## src/rtl/mips_defs.sv

```systemverilog
// Shared CP0 definitions: register numbers, field positions and exception codes.
package mips_defs;

  localparam logic [4:0] REG_SR    = 5'd12;
  localparam logic [4:0] REG_CAUSE = 5'd13;
  localparam logic [4:0] REG_EPC   = 5'd14;
  localparam logic [4:0] REG_PRID  = 5'd15;

  localparam int unsigned SR_IE_BIT    = 0;
  localparam int unsigned SR_EXL_BIT   = 1;
  localparam int unsigned IM_LO        = 10;
  localparam int unsigned IM_HI        = 15;
  localparam int unsigned CAUSE_BD_BIT = 31;
  localparam int unsigned EXC_LO       = 2;
  localparam int unsigned EXC_HI       = 6;

  localparam logic [4:0] EXC_INT  = 5'd0;
  localparam logic [4:0] EXC_ADEL = 5'd4;
  localparam logic [4:0] EXC_ADES = 5'd5;
  localparam logic [4:0] EXC_RI   = 5'd10;
  localparam logic [4:0] EXC_OV   = 5'd12;

endpackage

```

## src/rtl/cp0.sv

```systemverilog
// System-control coprocessor: SR/Cause/EPC/PRId, interrupt/exception request,
// mtc0/mfc0/eret service from the M stage.
module cp0
  import mips_defs::*;
#(
  parameter logic [31:0] PRID = 32'h0000_2019
) (
  input  logic        clk,
  input  logic        reset,
  input  logic        we,
  input  logic [4:0]  addr,
  input  logic [31:0] wdata,
  output logic [31:0] rdata,
  input  logic [31:0] pc,
  input  logic        bd,
  input  logic [4:0]  exc_code,
  input  logic [5:0]  hwint,
  input  logic        eret,
  output logic        req,
  output logic [31:0] epc
);

  logic [5:0]  r_im;
  logic        r_exl;
  logic        r_ie;
  logic        r_bd;
  logic [5:0]  r_ip;
  logic [4:0]  r_exc;
  logic [31:2] r_epc;

  logic        w_int_pend;
  logic        w_exc_pend;
  logic [31:0] w_epc_full;
  logic        w_unused_ok;

  assign w_int_pend  = r_ie & (|(hwint & r_im));
  assign w_exc_pend  = (exc_code != 5'd0);
  assign req         = ~r_exl & (w_int_pend | w_exc_pend);
  // Delay-slot instructions restart at the branch; subtraction wraps at 32 bits.
  assign w_epc_full  = bd ? (pc - 32'd4) : pc;
  assign w_unused_ok = &{1'b0, w_epc_full[1:0]};
  assign epc         = {r_epc, 2'b00};

  // Register update: exception entry beats mtc0; eret clears EXL after any SR write.
  always_ff @(posedge clk) begin
    if (!reset) begin
      r_im  <= 6'd0;
      r_exl <= 1'b0;
      r_ie  <= 1'b0;
      r_bd  <= 1'b0;
      r_ip  <= 6'd0;
      r_exc <= 5'd0;
      r_epc <= 30'd0;
    end else begin
      r_ip <= hwint;
      if (req) begin
        r_exl <= 1'b1;
        r_bd  <= bd;
        r_exc <= w_int_pend ? EXC_INT : exc_code;
        r_epc <= w_epc_full[31:2];
      end else begin
        if (we && (addr == REG_SR)) begin
          r_im  <= wdata[IM_HI:IM_LO];
          r_exl <= wdata[SR_EXL_BIT];
          r_ie  <= wdata[SR_IE_BIT];
        end
        if (we && (addr == REG_EPC)) begin
          r_epc <= wdata[31:2];
        end
        if (eret) begin
          r_exl <= 1'b0;
        end
      end
    end
  end

  // mfc0 read mux; reflects state before the current edge.
  always_comb begin
    rdata = 32'd0;
    case (addr)
      REG_SR: begin
        rdata[IM_HI:IM_LO] = r_im;
        rdata[SR_EXL_BIT]  = r_exl;
        rdata[SR_IE_BIT]   = r_ie;
      end
      REG_CAUSE: begin
        rdata[CAUSE_BD_BIT]  = r_bd;
        rdata[IM_HI:IM_LO]   = r_ip;
        rdata[EXC_HI:EXC_LO] = r_exc;
      end
      REG_EPC:  rdata = {r_epc, 2'b00};
      REG_PRID: rdata = PRID;
      default:  rdata = 32'd0;
    endcase
  end

endmodule

```

## config.mk

```make
export PLATFORM = sky130hd
export DESIGN_NAME = cp0
export DESIGN_NICKNAME = d
export VERILOG_FILES = /design/src/rtl/mips_defs.sv /design/src/rtl/cp0.sv
export SDC_FILE = /design/constraint.sdc
export NUM_CORES = 1
export LEC_CHECK = 0
export ABC_AREA = 1
export ABC_CLOCK_PERIOD_IN_PS = 1750
export CAP_MARGIN = 25
export CORE_ASPECT_RATIO = 0.7
export CORE_MARGIN = 1.5
export CORE_UTILIZATION = 25
export DETAILED_ROUTE_END_ITERATION = 16
export PLACE_DENSITY_LB_ADDON = 0.1
export SLEW_MARGIN = 40
export SYNTH_ARGS = -nofsm -noshare
export SYNTH_HDL_FRONTEND = slang
export SYNTH_SLANG_ARGS = --single-unit
```

## constraint.sdc

```tcl
create_clock -name clk -period 1.75 [get_ports clk]
set_input_delay 0.35 -clock clk [delete_from_list [all_inputs] [get_ports clk]]
set_output_delay 0.35 -clock clk [all_outputs]
set_load 0.02 [all_outputs]
```

==> summary.md <==
| Metric | Value |
|---|---|
| FF+latch count, synth | 50 |
| Antenna-violating nets left | 0 |
| # rows | 35 |
| Peak Freq | around 590 MHz |
| Area grow syn2layout | 73.52% |
| Max_cap viols | 0 |
| Share of layout cells above drive strength 1 | between 20% and 30% |
| Sequential power share | 35.6% |
| CTS tree | done |
| Kind of critical path | reg -> out |
| Synth Area in Compound Gates | 13.77% |
| Cts-stage hold buffer count | 0 |
| Worst vdd ir | 0.5474 mV |
| # diodes | 0 |
| Commonest non-fill, non-tap cell in the layout | nand2_1 |
| Critical path's slowest cell | clkdlybuf4s50_1 |
| I/O pin cnt | 150 |
| Met2 Resource Use GR | a little under a third |
| Total die area | ~14,000 µm² |
| Crit-path max cell delay | 600 ps |
| Post-synthesis adder-cell area fraction | 0.3663% |
| Sequential area share after synthesis | between 20% and 30% |
| GP Congestion | 0.8953 |
| Main combinational cell family by area after synthesis | simple AND/OR/NAND/NOR gates |
| Clock Skews | 9.365 ps |
| Number of global-route vias before repair | 4,227 |
| Final slew viol count | 0 |
| Layout Cells excl Fill | 968 |
| CTS Buf Count | 5 |
| Commonest cells after routing, fill and taps aside | nand2_1 (187), buf_4 (94), clkdlybuf4s50_1 (82), inv_1 (54), nor2_1 (50) |
| Outcome | finished clean |
| Clock Tree Buf Depth | 2 |
| Clk slew on worst S/H paths | 70 ps |
| Switch share | 28.46% |
| Worst EP arrival | 1360 ps |
| Initial antenna violation count | 0 |
| Worst-Skew Late Latency | approximately 290 ps |
| Pleak | between 2 and 3 nW |
| Hold/Removal Path Class | in -> reg |
| P_int | 2.576 mW |
| Routed wire length | 13.83 mm |
| Overall via count from detail_route | 4,271 |
| Initial DRC count | 187 |
| Xor and xnor fraction of the mapped netlist area | roughly 4.9% |
| Power density over the cells | around 600 nW/µm² |
| Post-placement cell count | 958 |
| Clock power frac | 36.4% |
| RSZ-0062 raised after global routing | yes |
| Hpwl dp | 11.17 mm |
| Vias per cell | between 4 and 5 |
| WP data required | 1400 ps |
| Synth Warn # | 0 |
| Overall Global Routing Usage | 19.59% |
| Cell Area, Synth | 3416 µm² |
| Combinational power share | 28.0% |
| Port bufs | 145 |
| Sink Count | 50 |
| Setup TNS Final | 0 ps |
| Minimum clock period | 1707 ps |
| Synth Area in Simple Gates | 40.40% |
| Final cycle utilization of the critical path | 97.54% |
| Top Usage Layer GRT | met2 |
| Initial core utilization | 25.83% |
| Drc violations | 0 |
| Die W | 142.7 µm |
| P_sw | 1.025 mW |
| Per-cell routed wire length | 14.29 µm |
| Final Cell Area | 5927 µm² |
| Mux share of post-synthesis cell area | 0% |
| TritonRoute pass-1 iters | 4 |
| Met1 Use GR | 28.16% |
| CTS H-tree lvls | 2 |
| Crit. End Element | primary output |
| Fin. Hold Viols | 0 |
| Final hold slack | 382.0 ps |
| Largest net degree at the start of global routing | 34 |
| Finish-stage setup viols | 0 |
| First-pass GRT wire length | roughly 22 mm |
| Finished Core Util | between 40% and 50% |
| Avg Synthesized Cell Area | 6.046 µm² |
| Core Area | 13,230 µm² |
| Layout Nets | 868 |
| Post-Syn Instances | around 570 |
| Met3 GRT Util | between 3 and 4% |
| Die Ht | 100.8 µm |
| Worst-path maximum fanout | 2 |
| Clock Tree Root | clkbuf_16 |
| Startpoint types | flip-flop |
| GRT overflow | 0 |
| Synth unique cells | 31 |
| Placed instance area | 5625 µm² |
| Cell Chain, Critical Path | buf_4, clkdlybuf4s50_1 |
## cells in the mapped netlist
library cell	instances	share of area (%)
a32o_1	3	0.88
buf_2	5	0.73
nor2_8	1	0.59
nor2_1	74	8.1
o21ai_1	2	0.29
nand2_1	194	21
nand3_1	31	4.5
xnor2_1	7	1.8
nor2_4	4	1.3
conb_1	1	0.11
nor3_1	5	0.73
clkbuf_1	8	0.88
nand2_2	5	0.92
inv_1	58	6.4
a21oi_4	1	0.48
a211oi_2	2	0.73
nand2_4	2	0.66
dfxtp_1	50	29
ha_1	1	0.37
buf_6	6	2.0
nand4_1	7	1.3
nor2_2	5	0.92
buf_4	4	0.88
o21bai_1	2	0.44
a21oi_1	35	5.1
xor2_1	12	3.1
o21ai_0	30	4.4
inv_2	3	0.33
a31oi_1	4	0.73
o211ai_1	2	0.44
o2111ai_1	1	0.26
## sequential cells by signal (all words and copies together), names as in the netlist
register / count
r_epc: 30
r_im: 6
r_ip: 6
r_exc: 5
r_bd: 1
r_exl: 1
r_ie: 1
## area by class of cell
class | count | area, µm²
fill | 1409 | 7298
multi-input combinational | 432 | 2187
timing repair buffer | 232 | 2064
sequential | 50 | 1006
inverter | 61 | 239.0
tap | 185 | 231.5
clock buffer | 6 | 138.9
clock inverter | 2 | 60.06
## routing by layer
layer  share of wire [%]  up-vias
met5                   0        -
met2                  44      127
met1                  49     1929
met4                0.35        0
met3                 7.3        4
li1                    -     2211
## worst max-delay path, delay by kind of cell, from the launching register on
family	cells	cell delay [ps]
buf+inv	2	720
flops	1	350
## cell families after synthesis
kind of cell               Yosys count
AOI/OAI and AO/OA                   82
DFF                                 50
buffers and inverters               84
xor gates and xnor gates            19
other                                1
and+or+nand+nor                    328
adders and majority gates            1
## final timing paths
path               startpoint  endpoint  slack (ps)  cells past startpoint
setup / recovery     r_epc[4]    epc[4]          40                      2
hold reg to reg      r_exc[1]  r_exc[1]         480                      2
setup reg to reg      r_im[3]  r_epc[2]         150                     12
hold / removal    exc_code[0]  r_exc[0]         380                      3
## power by group through the flow
stage | clock [mW] | sequential (mW) | combinational (mW)
floorplan | 0 | 1.37 | 0.352
global placement | 0 | 1.31 | 0.992
detailed placement | 0 | 1.31 | 0.994
CTS | 1.33 | 1.28 | 1.00
global route | 1.39 | 1.29 | 1.10
finish | 1.31 | 1.28 | 1.01
## per-stage QoR
| step | setup slack, ps | total power [mW] |
|---|---|---|
| after floorplan | 62.49 | 1.720 |
| after global placement | -814.7 | 2.300 |
| after detailed placement | -868.3 | 2.303 |
| after CTS | -16.03 | 3.613 |
| after global routing | -1.112 | 3.779 |
| final | 43.05 | 3.601 |
## repair_timing
action,4_1_cts,5_1_grt
buffers inserted,2,0
cloned,1,0
pin swaps,19,21
setup endpoints to repair,74,69
resized for setup,203,57
endpoints found under the hold margin,0,0
No activity file was read; power rests on OpenSTA's default activity.
